`src/rtl/regfile_write_port_scheduler.sv`:
```
// Register-file write port scheduler.
// Arbitrates the single register-file write port between the in-order
// writeback stage and the asynchronous MDU. One MDU result can be parked
// while writeback owns the port. If that result loses arbitration
// STARVE_LIMIT times in a row, the pipeline is frozen for one cycle so the
// parked result can drain.
module regfile_write_port_scheduler #(
    parameter int WIDTH        = 32,
    parameter int DEPTH        = 5,
    parameter int STARVE_LIMIT = 4
) (
    input  logic             clock,
    input  logic             reset,
    input  logic             wbValid,
    input  logic [DEPTH-1:0] wbAddress,
    input  logic [WIDTH-1:0] wbData,
    input  logic             mduValid,
    input  logic [DEPTH-1:0] mduAddress,
    input  logic [WIDTH-1:0] mduData,
    output logic             mduReady,
    output logic             stallPipeline,
    output logic             enableWriteRegisterFile,
    output logic [DEPTH-1:0] addressWriteRegisterFile,
    output logic [WIDTH-1:0] dataToWriteRegisterFile,
    output logic             pendingValid,
    output logic [DEPTH-1:0] pendingAddress
);

    localparam logic [1:0] IDLE  = 2'd0;
    localparam logic [1:0] HOLD  = 2'd1;
    localparam logic [1:0] FORCE = 2'd2;
    localparam logic [3:0] LIMIT = 4'(STARVE_LIMIT);

    logic [1:0]       state, stateNext;
    logic             holdValid, holdValidNext;
    logic [DEPTH-1:0] holdAddress, holdAddressNext;
    logic [WIDTH-1:0] holdData, holdDataNext;
    logic [3:0]       starveCount, starveCountNext, starveCountInc;
    logic             writeEnableNext;
    logic [DEPTH-1:0] writeAddressNext;
    logic [WIDTH-1:0] writeDataNext;
    logic             wbEffective;
    logic             mduEffective;

    // Writes to r0 are meaningless, so they never count as requests.
    assign wbEffective    = wbValid && (wbAddress != '0);
    assign mduEffective   = mduValid && mduReady && (mduAddress != '0);
    assign mduReady       = (state == IDLE) && !reset;
    assign stallPipeline  = (state == FORCE);
    assign pendingValid   = holdValid;
    assign pendingAddress = holdValid ? holdAddress : '0;
    // Lost-arbitration count, saturating at the limit.
    assign starveCountInc = (starveCount < LIMIT) ? starveCount + 4'd1 : starveCount;

    // Select this cycle's winner and the next hold/FSM contents.
    always_comb begin
        stateNext        = state;
        holdValidNext    = holdValid;
        holdAddressNext  = holdAddress;
        holdDataNext     = holdData;
        starveCountNext  = starveCount;
        writeEnableNext  = 1'b0;
        writeAddressNext = addressWriteRegisterFile;
        writeDataNext    = dataToWriteRegisterFile;
        case (state)
            IDLE: begin
                if (wbEffective) begin
                    writeEnableNext  = 1'b1;
                    writeAddressNext = wbAddress;
                    writeDataNext    = wbData;
                    // Same destination: the younger writeback value supersedes the MDU result.
                    if (mduEffective && (mduAddress != wbAddress)) begin
                        holdValidNext   = 1'b1;
                        holdAddressNext = mduAddress;
                        holdDataNext    = mduData;
                        starveCountNext = 4'd0;
                        stateNext       = HOLD;
                    end
                end else if (mduEffective) begin
                    writeEnableNext  = 1'b1;
                    writeAddressNext = mduAddress;
                    writeDataNext    = mduData;
                end
            end
            HOLD: begin
                if (wbEffective) begin
                    writeEnableNext  = 1'b1;
                    writeAddressNext = wbAddress;
                    writeDataNext    = wbData;
                    if (wbAddress == holdAddress) begin
                        // Write-after-write: the held value is dead, discard it.
                        holdValidNext   = 1'b0;
                        starveCountNext = 4'd0;
                        stateNext       = IDLE;
                    end else begin
                        starveCountNext = starveCountInc;
                        if (starveCountInc >= LIMIT) begin
                            stateNext = FORCE;
                        end
                    end
                end else begin
                    writeEnableNext  = 1'b1;
                    writeAddressNext = holdAddress;
                    writeDataNext    = holdData;
                    holdValidNext    = 1'b0;
                    starveCountNext  = 4'd0;
                    stateNext        = IDLE;
                end
            end
            FORCE: begin
                // Pipeline is frozen; the held result owns the port unconditionally.
                writeEnableNext  = 1'b1;
                writeAddressNext = holdAddress;
                writeDataNext    = holdData;
                holdValidNext    = 1'b0;
                starveCountNext  = 4'd0;
                stateNext        = IDLE;
            end
            default: begin
                holdValidNext   = 1'b0;
                starveCountNext = 4'd0;
                stateNext       = IDLE;
            end
        endcase
    end

    // Register FSM, hold slot and register-file write outputs.
    always_ff @(posedge clock) begin
        if (reset) begin
            state                    <= IDLE;
            holdValid                <= 1'b0;
            holdAddress              <= '0;
            holdData                 <= '0;
            starveCount              <= 4'd0;
            enableWriteRegisterFile  <= 1'b0;
            addressWriteRegisterFile <= '0;
            dataToWriteRegisterFile  <= '0;
        end else begin
            state                    <= stateNext;
            holdValid                <= holdValidNext;
            holdAddress              <= holdAddressNext;
            holdData                 <= holdDataNext;
            starveCount              <= starveCountNext;
            enableWriteRegisterFile  <= writeEnableNext;
            addressWriteRegisterFile <= writeAddressNext;
            dataToWriteRegisterFile  <= writeDataNext;
        end
    end

endmodule

```
`config.mk`:
```
export PLATFORM = sky130hd
export DESIGN_NAME = regfile_write_port_scheduler
export DESIGN_NICKNAME = d
export VERILOG_FILES = /design/src/rtl/regfile_write_port_scheduler.sv
export SDC_FILE = /design/constraint.sdc
export NUM_CORES = 1
export LEC_CHECK = 0
export ABC_AREA = 1
export CELL_PAD_IN_SITES_DETAIL_PLACEMENT = 0
export CELL_PAD_IN_SITES_GLOBAL_PLACEMENT = 1
export CORE_MARGIN = 2
export CORE_UTILIZATION = 34
export DETAILED_ROUTE_END_ITERATION = 10
export PLACE_DENSITY = 0.82
export SLEW_MARGIN = 20
export SYNTH_ARGS = -nofsm -noshare
export SYNTH_HDL_FRONTEND = slang
export SYNTH_SLANG_ARGS = --single-unit
```
`constraint.sdc`:
```
create_clock -name clock -period 2 [get_ports clock]
set_input_delay 0.2 -clock clock [delete_from_list [all_inputs] [get_ports clock]]
set_output_delay 0.2 -clock clock [all_outputs]
set_load 0.005 [all_outputs]
```
==> impl_metrics.ini, run 1 <==
[grt]
grt_pass1_wl_um = 26200
antenna_found_initial = 0
grt.overflow.total = 0
track_usage_pct = 20.5
grt_max_degree = 47
first_global_vias = 5127

[timing]
fin_ws_ns = 0.121
setup_violations = 0
skew_ns = 0.00410
hold_violations = 0
finalSetupTns_ns = 0
period_needed_ns = 1.88
max_slew_margin_pct = 64.9
fin_crit_sh_pct = 93.9
rsz0062_at_grt = no
holdWs_ns = 0.426
max_freq_mhz = 532
worst_pin_slew_ns = 0.527
slew_violations = 0

[drt]
antenna_left = 0
wl_met3_um = 740
remaining_drc_errors = 0
drt_first_pass_iters = 5
highest_layer = met4
wl_um = 16000
post_drt_wl_per_cell_um = 13.9
m1WireLength_um = 7960
vias_per_cell = 4.73
vias = 5427
drt_iter0_markers = 337
route.met2.wl_um = 7080

[final_layout]
final_common_cell = nand2_1
regArea_um2 = 1640
syn_to_final_growth_pct = 36.4
layout.nets = 1044
fillCellCount = 1520
final_layout_size_suffix_gt1_share_pct = 9.44
multi_input_area_um2 = 2870
n_antenna_cell = 0
fin_util_pct = 47.4
final_cell_mix = 294 x nand2_1, 123 x nor2_1, 121 x clkdlybuf4s50_1, 98 x a21oi_1, 82 x dfxtp_1
final_cell_area_um2 = 6860

[die]
die_y_um = 126
pin_count = 124
dieArea_um2 = 15800
core_region_area_um2 = 14500
rows = 44
die_width_um = 126
initial_core_util_pct = 34.7

[synth]
synth.top_cell.area_share_pct = 32.7
synth.distinct_cells = 23
yosysSeqAreaShare_pct = 32.7
synth_area_um2 = 5030
syn_inst = 841
ys_seq_elements = 82
ys.warnings.count = 0
synth.area.top_cells = dfxtp_1 33%, nand2_1 22%, a21oi_1 9.8%
synth.largest_area_cell = dfxtp_1
syn_avg_cell_area_um2 = 5.98
syn_nets = 925

[cts]
cts_tree = built
clk_pin_slew_ns = 0.06
clockRootBuffer = clkbuf_16
clk_path_buf_depth = 2
cts_sinks = 82
post_cts_buffers = 0
h-tree-depth = 3
cts_buffers = 9
clock_latency_ns = 0.34
postCtsHoldBufs = 0

[pwr]
power_leakage_nw = 3.15
p_comb_share_pct = 46.2
p_per_area_nw_per_um2 = 1020
clockPowerShare_pct = 22.4
internal_power_mw = 4.37
p_seq_share_pct = 31.4
p_switching_mw = 2.62
peakVddDrop_mv = 0.537
switching_share_pct = 37.5

[worst_setup_path]
cp_slowest_cell = clkdlybuf4s50_1
worstPathRequired_ns = 1.80
worst_ep_arrival_time_ns = 1.68
path_class = reg -> out
cp_max_fo = 4
cpMostUsedCell = inv_1
startpoint_type = flip-flop
slowest_delay_ns = 0.50
endpoint_kind = primary output
path_cells = inv_1 -> ha_1 -> nand2_1 -> inv_1 -> clkdlybuf4s50_1
cp_num_buf_inv = 3
critPathTopFamily = buffers and inverters

[placement]
routabilityCongestion = 0.797
post-place-ws_ns = 0.0387
place_area_um2 = 6550
numPortBuffers = 123
hpwl_um = 10800

[flow_run]
drv_cap = 0

[status]
run_status = finished clean

[worst_hold_path]
hold_class = in -> reg
worst paths after layout:
kind                  startpoint             end  slack (ns)  cells past startpoint
hold / removal       mduData[15]    holdData[15]        0.43                      3
setup reg to reg        state[0]    holdData[16]        0.20                     11
setup / recovery        state[0]        mduReady        0.12                      5
hold reg to reg   starveCount[2]  starveCount[2]        0.45                      2
worst min-delay path, delay by kind of cell:
kind	cells	cell delay, ns
AOI/OAI and AO/OA	1	0.05
buffers and inverters	2	0.47
cell families after synthesis:
| family | after synthesis | synth area share, % |
|---|---|---|
| simple gates | 479 | 38.1 |
| compound gates | 155 | 16.9 |
| buf+inv | 117 | 10.5 |
| flops | 82 | 32.7 |
| fa+ha+maj | 6 | 1.49 |
| xor+xnor | 2 | 0.348 |
sequential cells by signal (all words and copies together), names as in the netlist:
name	count
dataToWriteRegisterFile	32
holdData	32
addressWriteRegisterFile	5
holdAddress	5
starveCount	4
state	2
enableWriteRegisterFile	1
pendingValid	1
cells in the mapped netlist, drive strengths merged:
master and n:
xnor2 2, nor2 127, dfxtp 82, o21ai 37, nor3 1, ha 6
clkbuf 23, inv 64, a21oi 118, nand3 52, buf 30, nand2 299
cell type report:
type | count | area share (%)
tap | 184 | 3.36
sequential | 82 | 23.9
inverter | 64 | 3.54
timing repair buffer | 161 | 23.3
multi-input combinational | 642 | 41.9
clock inverter | 3 | 0.219
clock buffer | 12 | 3.74
power groups by stage:
stage                     registers [mW]  logic [mW]  clock network, mW
final                               2.20        3.23               1.56
after global routing                2.24        3.64               1.69
after CTS                           2.20        3.24               1.61
after detailed placement            2.22        3.21                  0
after global placement              2.23        3.20                  0
after floorplan                     2.21        1.94                  0
metal layers:
metal	GRT usage, %	up-vias
li1	-	2877
met1	28.0	2396
met2	32.8	139
met3	4.92	15
met4	4.71	0
met5	0	-
per-stage QoR:
step                total power [mW]  cells
CTS                             7.05   1147
floorplan                       4.14    841
finish                          6.99   1148
global placement                5.43   1132
detailed placement              5.43   1132
global route                    7.57   1148
timing repair:
action                                  CTS  global route
pin swaps                                 0             0
gates cloned                              0             1
endpoints found under the setup margin    1             8
gates resized for setup                   1             1
Note: power is estimated with default switching activity, not from simulation.
==> inputs of run 2 (changes only) <==
--- a/config.mk
+++ b/config.mk
@@ -11,6 +11,7 @@
 export CORE_MARGIN = 2
 export CORE_UTILIZATION = 34
 export DETAILED_ROUTE_END_ITERATION = 10
+export GPL_ROUTABILITY_DRIVEN = 0
 export PLACE_DENSITY = 0.82
 export SLEW_MARGIN = 20
 export SYNTH_ARGS = -nofsm -noshare
==> results of run 2 <==
No change in the layout: final DEF, timing and power equal those of run 1.
==> inputs of run 3 (changes only) <==
--- a/config.mk
+++ b/config.mk
@@ -13,6 +13,7 @@
 export DETAILED_ROUTE_END_ITERATION = 10
 export GPL_ROUTABILITY_DRIVEN = 0
 export PLACE_DENSITY = 0.82
+export SETUP_SLACK_MARGIN = 0.15
 export SLEW_MARGIN = 20
 export SYNTH_ARGS = -nofsm -noshare
 export SYNTH_HDL_FRONTEND = slang
==> run 3 against run 2 <==
Compared with the run above:
- sequential power is essentially flat
- worst hold slack better by 0.00086 ns
- final area increased by 1.1%
- via count up 0.26%
- combinational power increased by 1%
- non-clock buffer count up 4
==> impl_metrics.ini, run 3 (synthesis gave the netlist of run 1 again) <==
[cts]
cts_sinks = 82
h-tree-depth = 3
clockRootBuffer = clkbuf_16
clock_latency_ns = 0.34
clk_path_buf_depth = 2
clk_pin_slew_ns = 0.06
cts_tree = built
cts_buffers = 9

[final_layout]
final_common_cell = nand2_1
regArea_um2 = 1650
syn_to_final_growth_pct = 37.9
multi_input_area_um2 = 2880
fillCellCount = 1517
n_antenna_cell = 0
final_cell_mix = 294 x nand2_1, 123 x nor2_1, 120 x clkdlybuf4s50_1, 98 x a21oi_1, 79 x dfxtp_1
final_layout_size_suffix_gt1_share_pct = 10.4
fin_util_pct = 47.9
top_regs = dataToWriteRegisterFile: 32 flops, holdData: 32 flops
fin_cells = 1152
layout.nets = 1048

[timing]
max_freq_mhz = 571
worst_pin_slew_ns = 0.517
skew_ns = 0.00360
period_needed_ns = 1.75
finalSetupTns_ns = 0
hold_violations = 0
fin_crit_sh_pct = 87.6
holdWs_ns = 0.427
max_slew_margin_pct = 65.5
setup_violations = 0
rsz0062_at_grt = yes
slew_violations = 0

[drt]
wl_um = 16000
drt_iter0_markers = 324
post_drt_wl_per_cell_um = 13.9
remaining_drc_errors = 0
vias_per_cell = 4.72
drt_first_pass_iters = 5
vias = 5441
antenna_left = 0

[placement]
numPortBuffers = 123
dp.cells = 1132
hpwl_um = 10800

[grt]
use_met1_pct = 28.0
grt.overflow.total = 0
first_global_vias = 5127
grtUsageMet2_pct = 32.8
track_usage_pct = 20.5
grt_pass1_wl_um = 26200
antenna_found_initial = 0
grt_max_degree = 47
grtUsageMet3_pct = 4.92
busiest_layer = met2

[worst_setup_path]
worst_ep_arrival_time_ns = 1.55
startpoint_type = flip-flop
endpoint_kind = primary output
cp_slowest_cell = clkdlybuf4s50_1
path_cells = inv_4 -> ha_4 -> clkdlybuf4s50_1
worstPathRequired_ns = 1.80
slowest_delay_ns = 0.53
rr_startpoint = state[1]
path_class = reg -> out
r2r-end = holdData[9]
ff2ff_path_depth = 11
cp_max_fo = 12
r2r_setup_slack_ns = 0.28

[status]
run_status = finished clean

[die]
initial_core_util_pct = 34.7
die_width_um = 126
pin_count = 124
die_y_um = 126
dieArea_um2 = 15800
rows = 44
core_region_area_um2 = 14500

[worst_hold_path]
hold_class = in -> reg
hold_start = mduData[15]
holdPathStages = 3
min_to = holdData[15]

[pwr]
p_per_area_nw_per_um2 = 1020
power_leakage_nw = 3.19
peakVddDrop_mv = 0.539

[flow_run]
drv_cap = 0
==> run 3: cell types whose count changed in the layout (fill, tap and decap cells not counted), sizes merged <==
cell,delta
dlymetal6s2s,+1
clkdlybuf4s50,-1
buf,+4
==> run 3: power breakdown <==
group          switching [mW]  internal [mW]  total [mW]  leakage [nW]
combinational            1.75           1.52        3.27          2.38
clock                   0.672          0.896        1.57         0.138
sequential              0.223           1.98        2.20         0.674
total                    2.64           4.40        7.04          3.19
==> run 3: worst max-delay path by stage <==
stage,endpoint,start
detailed placement,holdData[29],wbAddress[4]
CTS,mduReady,state[0]
finish,stallPipeline,state[0]
global route,holdData[9],state[1]
global placement,dataToWriteRegisterFile[25],wbAddress[1]
floorplan,addressWriteRegisterFile[0],state[0]
==> run 3: cell type report <==
class | instances | share of cell area, %
clock inverters | 3 | 0.217
flip-flops and latches | 82 | 23.7
repair buffers | 165 | 23.9
multi-input cells | 642 | 41.6
well taps | 184 | 3.32
clock buffers | 12 | 3.70
inverters | 64 | 3.57
==> run 3: metal layers <==
layer | vias to the layer above | wire, um
met3 | 15 | 785
met1 | 2403 | 7970
met2 | 138 | 7080
met5 | - | 0
li1 | 2885 | -
met4 | 0 | 206
==> run 3: timing repair <==
action / CTS / global route
endpoints found under the setup margin: 2 / 40
gates cloned: 0 / 1
gates resized for setup: 5 / 10
buffers inserted: 0 / 4
hold buffers: 0 / 0
==> run 3: stage by stage <==
stage	power, mW	setup slack [ns]	area (um^2)
after floorplan	4.14	0.232	5030
after detailed placement	5.43	0.0387	6550
after CTS	7.06	0.173	6830
final	7.04	0.247	6930
after global placement	5.43	0.0362	6550
after global routing	7.62	0.157	6930
==> run 3: worst max-delay path, delay by kind of cell, from the launching register on <==
kind | cells | cell delay, ns
flip-flops | 1 | 0.35
buffers and inverters | 2 | 0.61
adder cells (fa/ha/maj) | 1 | 0.25
